File: config.mk
export PLATFORM = sky130hd
export DESIGN_NAME = regfile_wr_sched
export DESIGN_NICKNAME = d
export VERILOG_FILES = /design/src/rtl/regfile_wr_sched.sv
export SDC_FILE = /design/constraint.sdc
export NUM_CORES = 1
export LEC_CHECK = 0
export CAP_MARGIN = 25
export CELL_PAD_IN_SITES_DETAIL_PLACEMENT = 1
export CELL_PAD_IN_SITES_GLOBAL_PLACEMENT = 1
export CORE_UTILIZATION = 29
export DETAILED_ROUTE_END_ITERATION = 8
export MAX_ROUTING_LAYER = met4
export PLACE_DENSITY_LB_ADDON = 0.1
export REMOVE_ABC_BUFFERS = 1
export SYNTH_ARGS = -nofsm -noshare
export SYNTH_HDL_FRONTEND = slang
export SYNTH_SLANG_ARGS = --single-unit
File: constraint.sdc
create_clock -name clk_i -period 2.8 [get_ports clk_i]
set_clock_uncertainty 0.05 [all_clocks]
set_input_delay 0.56 -clock clk_i [delete_from_list [all_inputs] [get_ports clk_i]]
set_output_delay 0.56 -clock clk_i [all_outputs]
set_load 0.03 [all_outputs]
File: src/rtl/regfile_wr_sched.sv
// Register-file write-port scheduler: round-robin arbitration across the writeback
// producers, a one-cycle registered write onto wr_reg, and a per-register busy
// scoreboard that drives the decode stage's RAW/WAW stall.
module regfile_wr_sched #(
    parameter int NREQ = 3,
    parameter int DW   = 16,
    parameter int AW   = 3
) (
    input  logic                 clk_i,
    input  logic                 rst_n,
    input  logic [NREQ-1:0]      req_valid_i,
    input  logic [NREQ*AW-1:0]   req_adr_i,
    input  logic [NREQ*DW-1:0]   req_data_i,
    output logic [NREQ-1:0]      req_ready_o,
    output logic                 wr_ena_o,
    output logic [AW-1:0]        wr_adr_o,
    output logic [DW-1:0]        wr_data_o,
    input  logic                 sb_set_i,
    input  logic [AW-1:0]        sb_set_adr_i,
    input  logic                 rd_ena_i,
    input  logic [AW-1:0]        rd_a1_i,
    input  logic [AW-1:0]        rd_a2_i,
    output logic                 stall_o,
    output logic [(2**AW)-1:0]   busy_o
);

    localparam int NREG = 2 ** AW;
    localparam int PW   = (NREQ > 2) ? 2 : 1;

    logic [PW-1:0]   rr_ptr_q, rr_ptr_d;
    logic            wr_ena_q, wr_ena_d;
    logic [AW-1:0]   wr_adr_q, wr_adr_d;
    logic [DW-1:0]   wr_data_q, wr_data_d;
    logic [NREG-1:0] busy_q, busy_d;

    logic [NREQ-1:0] gnt;
    logic [PW-1:0]   gnt_idx;
    logic            xfer;
    logic [NREG-1:0] wr_clr;
    logic [NREG-1:0] busy_eff;
    logic            stall;

    // Search from the highest offset down so the requester closest to rr_ptr wins.
    always_comb begin
        gnt     = '0;
        gnt_idx = rr_ptr_q;
        for (int k = NREQ - 1; k >= 0; k--) begin
            if (req_valid_i[(int'(rr_ptr_q) + k) % NREQ]) begin
                gnt_idx = PW'((int'(rr_ptr_q) + k) % NREQ);
            end
        end
        xfer = rst_n & (|req_valid_i);
        if (xfer) begin
            gnt[gnt_idx] = 1'b1;
        end
    end

    always_comb begin
        rr_ptr_d  = rr_ptr_q;
        wr_ena_d  = xfer;
        wr_adr_d  = wr_adr_q;
        wr_data_d = wr_data_q;
        if (xfer) begin
            rr_ptr_d  = (gnt_idx == PW'(NREQ - 1)) ? '0 : gnt_idx + PW'(1);
            wr_adr_d  = req_adr_i[int'(gnt_idx) * AW +: AW];
            wr_data_d = req_data_i[int'(gnt_idx) * DW +: DW];
        end
    end

    // A write landing this cycle releases its register immediately for decode.
    always_comb begin
        wr_clr = '0;
        if (wr_ena_q) begin
            wr_clr[wr_adr_q] = 1'b1;
        end
        busy_eff = busy_q & ~wr_clr;
        stall    = (rd_ena_i & (busy_eff[rd_a1_i] | busy_eff[rd_a2_i]))
                 | (sb_set_i & busy_eff[sb_set_adr_i]);
        busy_d   = busy_eff;
        if (sb_set_i && !stall) begin
            busy_d[sb_set_adr_i] = 1'b1;
        end
    end

    always_ff @(posedge clk_i or negedge rst_n) begin
        if (!rst_n) begin
            rr_ptr_q  <= '0;
            wr_ena_q  <= 1'b0;
            wr_adr_q  <= '0;
            wr_data_q <= '0;
            busy_q    <= '0;
        end else begin
            rr_ptr_q  <= rr_ptr_d;
            wr_ena_q  <= wr_ena_d;
            wr_adr_q  <= wr_adr_d;
            wr_data_q <= wr_data_d;
            busy_q    <= busy_d;
        end
    end

    assign req_ready_o = gnt;
    assign wr_ena_o    = wr_ena_q;
    assign wr_adr_o    = wr_adr_q;
    assign wr_data_o   = wr_data_q;
    assign stall_o     = stall;
    assign busy_o      = busy_q;

endmodule

**Yosys cells after proc, flatten, opt, wreduce, memory -nomap -nowiden**

Index checks and enable logic that the tools add are counted.
W data, S select, Z words.

- Flip-flop bits (word level): 30
- Input port bits: 73

- Add/sub/neg operators: 3
- Eq/ne operators: 1
- $mul: 1
- Divide/modulo/power cells: 3
- Reduce and logical (&&, ||, !) cells: 6
- Shift operators: 2
- Bitwise gates (word level): 8
- Magnitude comparators: 11
- Muxes and demuxes: 28

Operators with widths:

| kind | count |
|---|---|
| $lt A32 B4 Y1 const B | 3 |
| $mod A32 B3 Y32 const B | 2 |
| $shiftx A48 B7 Y16 | 1 |
| $mod A3 B3 Y32 const B | 1 |
| $lt A3 B4 Y1 const B | 4 |
| $mux W8 | 2 |
| $mux W1 | 12 |
| $bmux W1 S3 | 3 |
| $shiftx A9 B5 Y3 | 1 |
| $and A8 B8 Y8 | 1 |
| $mux W2 | 4 |
| $not A8 Y8 | 1 |
| $or A8 B8 Y8 | 1 |
| $bmux W1 S2 | 3 |
| $demux W1 S3 | 2 |
| $ge A3 B1 Y1 const B | 2 |
| $logic_and A1 B1 Y1 | 4 |
| $mul A2 B2 Y4 const B | 1 |
| $add A2 B1 Y3 const B | 1 |
| $add A2 B2 Y3 const B | 1 |
| $and A1 B1 Y1 | 3 |
| $lt A2 B3 Y1 const B | 1 |
| $mux W3 | 1 |
| $reduce_or A3 Y1 | 1 |
| other kinds (6) | 7 |

**Logic depth before layout (Yosys ltp)**

Gate-level depths: netlist of run 1.

- Depth in word-level cells: 15
- Depth in mapped cells: 11
- Mapped depth without buffers: 8

**Least setup slack after synthesis of run 1**

No wires, ideal clock.

- Path type: reg-to-output
- Start point: register rr_ptr_q[0]
- End point: output req_ready_o[2]
- Stages on the path, launching flop included: 10
- Arrival: 2.077 ns
- Data required time: 2.190 ns
- Path slack: 0.113 ns
- Path through: dfrtp_1 -> inv_1 -> ha_1 -> buf_2 -> nand4b_1 -> o221ai_1 -> a221o_1 -> buf_6 -> buf_8 -> nor2_1

- Longest elaborated chain between the ends: 13
- Elaborated cells between the ends (all ways): 23

Ends and longest elaborated chain:

| element | RTL line | source |
|---|---|---|
| from (decl) | 30 | `logic [PW-1:0] rr_ptr_q, rr_ptr_d;` |
| from (signal assigned) | 93 | `rr_ptr_q <= rr_ptr_d;` |
| $add A2 B2 Y3 | 48, 49 |  |
| $mod A32 B3 Y32 | 48, 49 |  |
| $bmux W1 S2 | 48 | `if (req_valid_i[(int'(rr_ptr_q) + k) % NREQ]) begin` |
| $mux W1 (implied by the code) (2 in series) | 48 |  |
| $mux W2 (2 in series) | 48 |  |
| $mux W2 (*) | 48 |  |
| $lt A2 B3 Y1 (implied by the code) or $ge A2 B1 Y1 (tied branches) | 54 | `gnt[gnt_idx] = 1'b1;` |
| $logic_and A1 B1 Y1 (implied by the code) | 54 |  |
| $mux W1 (implied by the code) | 54 |  |
| $demux W1 S2 (*) | 54 |  |
| $mux W3 (*) | 53 | `if (xfer) begin` |
| to (decl) | 14 | `output logic [NREQ-1:0] req_ready_o,` |

Mark *: on every way between the ends. The rest lies on a longest branch, timed or not. The select of a mux whose other input is x is not followed.

**Worst setup path in the final report of run 1**

- Start point: input req_valid_i[2]
- End point: output req_ready_o[1]

- Longest elaborated chain between the ends: 11
- Elaborated cells between the ends (all ways): 20

Ends and longest elaborated chain:

| element | RTL line | source |
|---|---|---|
| from (decl) | 11 | `input logic [NREQ-1:0] req_valid_i,` |
| $bmux W1 S2 | 48 |  |
| $mux W1 (implied by the code) (2 in series) | 48 |  |
| $mux W2 (3 in series) | 48 |  |
| $lt A2 B3 Y1 (implied by the code) or $ge A2 B1 Y1 (tied branches) | 54 |  |
| $logic_and A1 B1 Y1 (implied by the code) | 54 |  |
| $mux W1 (implied by the code) | 54 |  |
| $demux W1 S2 | 54 |  |
| $mux W3 (*) | 53 |  |

Marks and branches as above.

==> summary by stage, run 1 <==
Timing
In the post-route analysis, the smallest setup slack over all paths is -0.04415 ns. Setup repair after global routing could not meet its margin everywhere. The maximum achievable frequency is 351.6 MHz. For the pin with the worst max-slew slack, the measured transition is 0.3943 ns. The final critical path time including I/O delays and setup is 2.844 ns. The remaining max-slew budget at the tightest pin is 73.71%. The number of hold-slack violations in the final timing report came to 0. The number of max-slew violations in the final report is 0.

Setup violations remaining at the end of the flow were counted as 1. In the finished design, the share of the clock period the worst path needs comes to 101.6%.

Yosys
Synthesis handed over a netlist of 212 instances. The number of unique standard cell types used by synthesis is 48. In this run, synthesis inferred 0 flip-flops with an integrated enable. The post-synthesis register bit count is 30. The Yosys step of the flow raised 0 warnings. For this run, the leading register cell type out of synthesis is sky130_fd_sc_hd__dfrtp_1. Summing the sequential cell areas from Yosys gives 36.72% of the chip area. A synthesized cell averages 9.644 µm².

The synthesized netlist occupies a cell area of 2044 µm². After synthesis, the share of flip-flops with an asynchronous set or reset is 100.0%.

Clocking
The clock-pin slew of the registers on the worst-case setup and hold paths is 0.06 ns. CTS built an H-tree with a depth of 2. After clock tree synthesis, the flow added hold-fix buffers numbering 0. CTS placed an instance of sky130_fd_sc_hd__clkbuf_8 at the clock tree root.

The maximum clock insertion buffer count is 2. The number of buffers created by CTS is 5. The tree built by TritonCTS fans out to 30 sinks. TritonCTS built the clock tree. The clock latency of the later-clocked register in the worst-skew pair is 0.28 ns.

Drt
After detailed routing, the number of remaining DRC violations is 0. In this run, the number of DRC markers left after iteration 0 of detailed routing was 96. The detailed-route wire length per cell is 17.07 µm. The detailed-routing iteration count for the pre-antenna-repair pass is 4. The count of vias placed by the detailed router is 2,259. Once detail routing completed, the nets flagged for antenna violations numbered 0. In the routed layout, each cell is associated on average with a via count of 5.065.

The routed design has 7612 µm of wire.

Global route
Entering global routing, the biggest net connects 31 pins. The initial antenna violation count is 0. The aggregate global-route resource usage is 21.91%. The total congestion overflow is 0.

The first global-routing pass estimated 11,990 µm of wire. The number of global-route vias before repair is 2,383.

Setup path
The classification of the worst setup path is in -> out. For the worst setup path, the data arrival time is 2.23 ns. STA classifies the critical path endpoint as an output pin. The required time reported for the critical path endpoint is 2.19 ns. The nature of the critical path startpoint is an input port.

Of all nets on the critical path, the largest fanout is 7.

Layout
The repair_antennas step left the layout with diodes totalling 0. The fraction of final layout cells with drive strength greater than 1 is 25.14%. After the last flow step, the layout net total stands at 425. The final standard cell utilization of the core is 55.14%. The area growth from synthesis to layout is 83.23%.

After the flow finishes, the layout carries non-filler instances totaling 446.

Floorplan
For this design the top-level I/O count stands at 105. The effective utilization at floorplan is 30.09%. The placeable core area is 6794 µm². The floorplan step defined a die boundary enclosing 7390 µm². The floorplan has 30 rows.

The floorplan step set the die height to 85.97 µm. The die outline width is 85.97 µm.

Placed design
The number of cells after detailed placement is 420. The congestion estimate from routability-driven global placement came to 0.8147. The placed wire-length estimate after detailed placement is 5296 µm. The number of input and output port buffers inserted is 104.

Pwr
The static leakage power is 1.648 nW. The power density of the placed cells is 1120 nW/µm². VDD sags by at most 0.5012 mV.

Status
The run finished, with violations left. The checks that failed: negative setup slack.

Job
The tool flagged a number of max-cap violations equal to 0.

Worst hold path
The class of the tightest hold or removal check is in -> async.
critical path, cell delays in order:
cell	delay (ns)
sky130_fd_sc_hd__clkdlybuf4s50_1	0.50
sky130_fd_sc_hd__buf_6	0.14
sky130_fd_sc_hd__o221ai_1	0.14
sky130_fd_sc_hd__a221o_1	0.42
sky130_fd_sc_hd__buf_12	0.16
sky130_fd_sc_hd__and3_4	0.17
sky130_fd_sc_hd__buf_8	0.14
state kept, by name (all words and copies together) (netlist names):
| register | cells |
|---|---|
| wr_data_o | 16 |
| busy_o | 8 |
| wr_adr_o | 3 |
| rr_ptr_q | 2 |
| wr_ena_o | 1 |
per-stage QoR:
stage          hold WS (ns)  total power, mW  TNS (ns)  setup slack [ns]  instance area, µm²
2_1_floorplan        0.2144            2.109    -3.598           -0.4453                1907
3_3_place_gp         0.4458            3.101    -2.397           -0.3790                3264
3_5_place_dp         0.4513            3.141    -3.338           -0.4738                3264
4_1_cts              0.2936            4.058  -0.05043          -0.04971                3623
5_1_grt              0.3134            4.446   -0.2077          -0.09295                3746
6_report             0.2819            4.197  -0.04415          -0.04415                3746
path summary, 6_finish.rpt:
| kind | slack (ns) | cells after the start | start | endpoint |
|---|---|---|---|---|
| hold reg to reg | 0.46 | 1 | wr_data_o[14] | wr_data_o[14] |
| hold / removal | 0.28 | 2 | rst_n | busy_o[5] |
| min in group clk_i | 0.46 | 1 | wr_data_o[14] | wr_data_o[14] |
| max in group asynchronous | 2.10 | 2 | rst_n | wr_adr_o[2] |
| setup reg to reg | 0.13 | 11 | rr_ptr_q[0] | wr_data_o[15] |
| setup / recovery | -0.04 | 7 | req_valid_i[2] | req_ready_o[1] |
cell families (layout without fill, tap and decap cells):
| family | Yosys count | in the layout | synth area share, % |
|---|---|---|---|
| muxes | 23 | 23 | 11.87 |
| buffers and inverters | 26 | 164 | 8.200 |
| AOI/OAI and AO/OA | 69 | 69 | 26.13 |
| xor gates and xnor gates | 1 | 1 | 0.4285 |
| DFF | 30 | 30 | 36.72 |
| adders and majority gates | 3 | 3 | 1.775 |
| and+or+nand+nor | 60 | 60 | 14.87 |
metal layers:
metal	GRT usage, %	up-vias	part of all wire [%]
met3	4.812	7	4.8
met2	38.67	73	53
met1	25.19	1093	41
met5	-	-	0
met4	5.303	0	1.2
li1	-	1086	-
cell usage after synthesis, types with 2 or more instances:
cell	number	share of area, %
sky130_fd_sc_hd__dfrtp_1	30	37
sky130_fd_sc_hd__nor2_1	24	4.4
sky130_fd_sc_hd__mux2i_1	22	11
sky130_fd_sc_hd__a221o_1	20	9.8
sky130_fd_sc_hd__o21ai_1	12	2.9
sky130_fd_sc_hd__nand2_1	10	1.8
sky130_fd_sc_hd__inv_1	8	1.5
sky130_fd_sc_hd__o21ai_0	7	1.7
sky130_fd_sc_hd__nor2b_1	6	1.8
sky130_fd_sc_hd__o211ai_1	6	2.2
sky130_fd_sc_hd__clkbuf_1	5	0.92
sky130_fd_sc_hd__buf_6	4	2.2
sky130_fd_sc_hd__nand2b_1	4	1.2
sky130_fd_sc_hd__a211o_1	3	1.3
sky130_fd_sc_hd__buf_2	3	0.73
sky130_fd_sc_hd__nand3_1	3	0.73
sky130_fd_sc_hd__nand4_1	3	0.92
sky130_fd_sc_hd__o221ai_1	3	1.3
sky130_fd_sc_hd__o31ai_1	3	1.1
sky130_fd_sc_hd__a21o_1	2	0.73
sky130_fd_sc_hd__a21oi_1	2	0.49
sky130_fd_sc_hd__buf_4	2	0.73
sky130_fd_sc_hd__ha_1	2	1.2
sky130_fd_sc_hd__nand4b_1	2	0.86
sky130_fd_sc_hd__o2111ai_1	2	0.86
sky130_fd_sc_hd__o32ai_1	2	0.86
layout by cell type (no fill, tap or decap), types with 3 or more instances in the layout:
cell                              count
sky130_fd_sc_hd__a211o_1              3
sky130_fd_sc_hd__nand3_1              3
sky130_fd_sc_hd__buf_6                5
sky130_fd_sc_hd__clkdlybuf4s50_1     95
sky130_fd_sc_hd__dfrtp_2              5
sky130_fd_sc_hd__o21ai_1             11
sky130_fd_sc_hd__o211ai_1             6
sky130_fd_sc_hd__dfrtp_1             25
sky130_fd_sc_hd__inv_1                6
sky130_fd_sc_hd__nor2_1              23
sky130_fd_sc_hd__a221o_1             20
sky130_fd_sc_hd__mux2i_1             22
sky130_fd_sc_hd__o21ai_0              3
sky130_fd_sc_hd__o21ai_4              3
sky130_fd_sc_hd__clkbuf_8             6
sky130_fd_sc_hd__dlygate4sd2_1        3
sky130_fd_sc_hd__nand2_1              9
sky130_fd_sc_hd__nor2b_1              5
sky130_fd_sc_hd__buf_4               39
sky130_fd_sc_hd__nand4_1              3
where the power goes:
part	leakage, nW	internal [mW]	switching (mW)
registers	0.361	0.643	0.201
clock network	0.0573	0.284	0.164
logic	1.23	1.50	1.40
total	1.65	2.43	1.77
layout make-up:
type / instances / area (µm²)
Clock buffer: 6 / 82.58
Clock inverter: 1 / 30.03
Fill cell: 757 / 3048
Inverter: 8 / 30.03
Multi-Input combinational cell: 156 / 1262
Sequential cell: 30 / 757.0
Tap cell: 96 / 120.1
Timing Repair Buffer: 149 / 1464
what timing repair did:
| item | 4_1_cts | 5_1_grt |
|---|---|---|
| endpoints found under the setup margin | 4 | 4 |
| pin swaps | 9 | 8 |
| setup buffers | 9 | 8 |
| gates resized for setup | 41 | 18 |
| cloned | 2 | 0 |
| endpoints found under the hold margin | 0 | 0 |
(Power assumes the default switching activity.)
==> inputs of run 2 (changes only) <==
--- a/config.mk
+++ b/config.mk
@@ -13,6 +13,7 @@
 export MAX_ROUTING_LAYER = met4
 export PLACE_DENSITY_LB_ADDON = 0.1
 export REMOVE_ABC_BUFFERS = 1
+export SLEW_MARGIN = 20
 export SYNTH_ARGS = -nofsm -noshare
 export SYNTH_HDL_FRONTEND = slang
 export SYNTH_SLANG_ARGS = --single-unit
==> results of run 2 <==
Final layout, timing and power as in run 1 (identical DEF).
==> inputs of run 3 (changes only) <==
--- a/config.mk
+++ b/config.mk
@@ -8,7 +8,8 @@
 export CAP_MARGIN = 25
 export CELL_PAD_IN_SITES_DETAIL_PLACEMENT = 1
 export CELL_PAD_IN_SITES_GLOBAL_PLACEMENT = 1
-export CORE_UTILIZATION = 29
+export CORE_UTILIZATION = 31
+export CTS_BUF_LIST = sky130_fd_sc_hd__clkbuf_16
 export DETAILED_ROUTE_END_ITERATION = 8
 export MAX_ROUTING_LAYER = met4
 export PLACE_DENSITY_LB_ADDON = 0.1
==> constraint.sdc (replaced) <==
create_clock -name clk_i -period 3.4 [get_ports clk_i]
set_clock_uncertainty 0.05 [all_clocks]
set_input_delay 0.68 -clock clk_i [delete_from_list [all_inputs] [get_ports clk_i]]
set_output_delay 0.68 -clock clk_i [all_outputs]
set_load 0.03 [all_outputs]
==> run 3 against run 2 <==
Against the previous run: largest power group unchanged; register-to-register slack better by 0.61 ns; cell area shrank 14%; critical path depth grew 1; via count is 7.7% lower; combinational power down 39%; the run now ends clean.
==> summary by stage, run 3 (synthesis results as in run 1) <==
Status
Outcome: finished clean (was finished, violations left).

Drt
The topmost layer with routed signal wires is met4 (unchanged). The total DRC errors in the routed layout is 0 (unchanged). The wire length on met3 is 292 µm (was 362 µm).

The count of vias placed by the detailed router is 2,086 (was 2,259). The count of routing violations after the opening detailed-route iteration is 71 (was 96). The total wire length after detailed routing was 6550 µm (was 7612 µm). The detailed-routing iteration count for the pre-antenna-repair pass is 4 (unchanged). The number of vias per cell after detailed routing is 5.349 (was 5.065).

The wire length on met2 came to 3215 µm (was 4038 µm). The detailed-routing wirelength on met1 is 3000 µm (was 3118 µm). The antenna violation net count after detailed routing was 0 (unchanged). The detailed-route wire length per cell is 16.79 µm (was 17.07 µm).

Layout
Most frequent cells in the layout: sky130_fd_sc_hd__clkdlybuf4s50_1, sky130_fd_sc_hd__dfrtp_1, sky130_fd_sc_hd__nor2_1, sky130_fd_sc_hd__mux2i_1, sky130_fd_sc_hd__a221o_1 (was sky130_fd_sc_hd__clkdlybuf4s50_1, sky130_fd_sc_hd__buf_4, sky130_fd_sc_hd__dfrtp_1, sky130_fd_sc_hd__nor2_1, sky130_fd_sc_hd__mux2i_1). The count of nets after finishing is 387 (was 425). The flip-flop count of the largest register, all copies and words added came to 16 (unchanged). The area used by multi-input combinational logic came to 1140 µm² (was 1262 µm²). The count of inserted antenna diode cells is 0 (unchanged). The fraction of final layout cells with drive strength greater than 1 is 7.987% (was 25.14%). The synthesis-to-finish area growth is 58.32% (was 83.23%).

The area of all sequential standard cells is 750.7 µm² (was 757.0 µm²). The fill cell total of the finished layout is 739 (was 757). The most common cell after layout, fill and taps aside is sky130_fd_sc_hd__clkdlybuf4s50_1 (unchanged).

Timing
The number of max-slew violations in the final report is 0 (unchanged). Setup repair after global routing missed its margin: false (was true). The final critical path takes up 94.27% of the cycle. The setup TNS after final layout is 0 ns (was -0.04415 ns). The number of hold-slack violations in the final timing report is 0 (unchanged). The remaining max-slew budget at the tightest pin is 56.05% (was 73.71%). The final critical path time including I/O delays and setup is 3.205 ns. The slew at the pin closest to its max-slew limit came to 0.6537 ns (was 0.3943 ns). The maximum achievable frequency is 312.0 MHz.

The number of failing setup endpoints in the final timing report is 0 (was 1).

Clocking
The clock-pin slew of the registers on the worst-case setup and hold paths was 0.05 ns (was 0.06 ns). The clock root buffer master is sky130_fd_sc_hd__clkbuf_16 (was sky130_fd_sc_hd__clkbuf_8). The CTS tree is yes (unchanged). The number of setup buffers added after CTS is 0 (was 9). The number of buffers created by CTS is 5 (unchanged).

The number of clock sinks seen by CTS is 30 (unchanged). The clock latency of the later-clocked register in the worst-skew pair is 0.27 ns (was 0.28 ns). The number of resized instances in the post-cts repair step is 0 (was 41). The maximum clock insertion buffer count came to 2 (unchanged).

The number of levels the H-tree was split into is 2 (unchanged). The total of hold buffers inserted after clock tree synthesis is 0 (unchanged).

Floorplan
The number of top-level design ports came to 105 (unchanged). The height of the die is 83.21 µm (was 85.97 µm). The placeable core area is 6350 µm² (was 6794 µm²). The cell row count is 29 (was 30). The effective utilization at floorplan is 32.20% (was 30.09%). The die outline area was 6924 µm² (was 7390 µm²). The die outline width is 83.21 µm (was 85.97 µm).

Placed design
The routability congestion estimate is 0.8102 (was 0.8147). The placed wire-length estimate after detailed placement is 5039 µm (was 5296 µm). The number of input and output port buffers inserted came to 104 (unchanged).

Setup path
The nature of the critical path startpoint is a register (was input port). The largest fanout of any net on the critical path came to 10 (was 7). The slack of the worst reg-to-reg path is 0.74 ns (was 0.13 ns). The kind of end point of the critical path was an output pin (unchanged). The required time reported for the critical path endpoint is 2.67 ns (was 2.19 ns).

The data arrival time of the critical path was 2.48 ns (was 2.23 ns). The classification of the worst setup path is reg -> out (was in -> out).

Global route
The wire length of the first global-routing pass was 10,740 µm (was 11,990 µm). The total congestion overflow came to 0 (unchanged). The number of global-route vias before repair is 2,128 (was 2,383). The initial antenna violation count is 0 (unchanged). The aggregate global-route resource usage was 19.84% (was 21.91%). The pin count of the biggest net entering global routing is 31 (unchanged).

Pwr
The total power consumption of the routed design was 2.842 mW (was 4.197 mW). The power density of the placed cells came to 877.9 nW/µm² (was 1120 nW/µm²). The static leakage power is 1.386 nW (was 1.648 nW).

The peak supply drop is 0.5570 mV (was 0.5012 mV).

Worst hold path
The class of the tightest hold or removal check is reg -> reg (was in -> async).

Job
The number of max-cap violations came to 0 (unchanged).
## run 3: report_power, final
group | internal, mW | total [mW] | switching, mW
clock network | 0.266 | 0.419 | 0.152
logic | 0.792 | 1.76 | 0.971
registers | 0.526 | 0.660 | 0.134
## run 3: area by class of cell
class | instances | share of cell area, %
inverters | 8 | 0.9277
multi-input cells | 156 | 35.21
flip-flops and latches | 30 | 23.19
well taps | 77 | 2.976
clock buffers | 5 | 3.865
clock inverters | 3 | 0.5025
repair buffers | 111 | 33.32
## run 3: final timing paths
| check | from | endpoint | depth (start not counted) |
|---|---|---|---|
| min in group asynchronous | rst_n | busy_o[5] | 2 |
| max in group asynchronous | rst_n | rr_ptr_q[0] | 2 |
| setup reg to reg | rr_ptr_q[0] | wr_data_o[5] | 9 |
| hold reg to reg | wr_data_o[14] | wr_data_o[14] | 1 |
| setup / recovery | rr_ptr_q[0] | req_ready_o[1] | 8 |
| hold / removal | wr_data_o[14] | wr_data_o[14] | 1 |
## run 3: critical path: stages (launching register included)
cell                        delay [ns]
sky130_fd_sc_hd__dfrtp_1          0.41
sky130_fd_sc_hd__inv_1            0.06
sky130_fd_sc_hd__ha_1             0.42
sky130_fd_sc_hd__or4_1            0.54
sky130_fd_sc_hd__o21ai_0          0.09
sky130_fd_sc_hd__o2111ai_1        0.21
sky130_fd_sc_hd__nand2_1          0.11
sky130_fd_sc_hd__and3_4           0.18
sky130_fd_sc_hd__buf_4            0.17
## run 3: metrics by stage
stage / hold slack, ns / util, % / instances / setup WS (ns) / area (µm²)
floorplan: 0.3344 / - / 194 / -0.08528 / 1907
global placement: 0.4456 / 48.75 / 382 / 0.2377 / 3095
detailed placement: 0.4498 / 48.75 / 382 / 0.2304 / 3095
CTS: 0.4630 / 50.98 / 390 / 0.1929 / 3237
global route: 0.4875 / 50.98 / 390 / 0.04024 / 3237
finish: 0.4581 / 50.98 / 390 / 0.1949 / 3237
## run 3: routing by layer
layer / global-route usage, % / vias to the layer above
li1: - / 1008
met1: 25.20 / 1016
met2: 32.94 / 58
met3: 3.777 / 4
met4: 4.232 / 0
met5: - / -
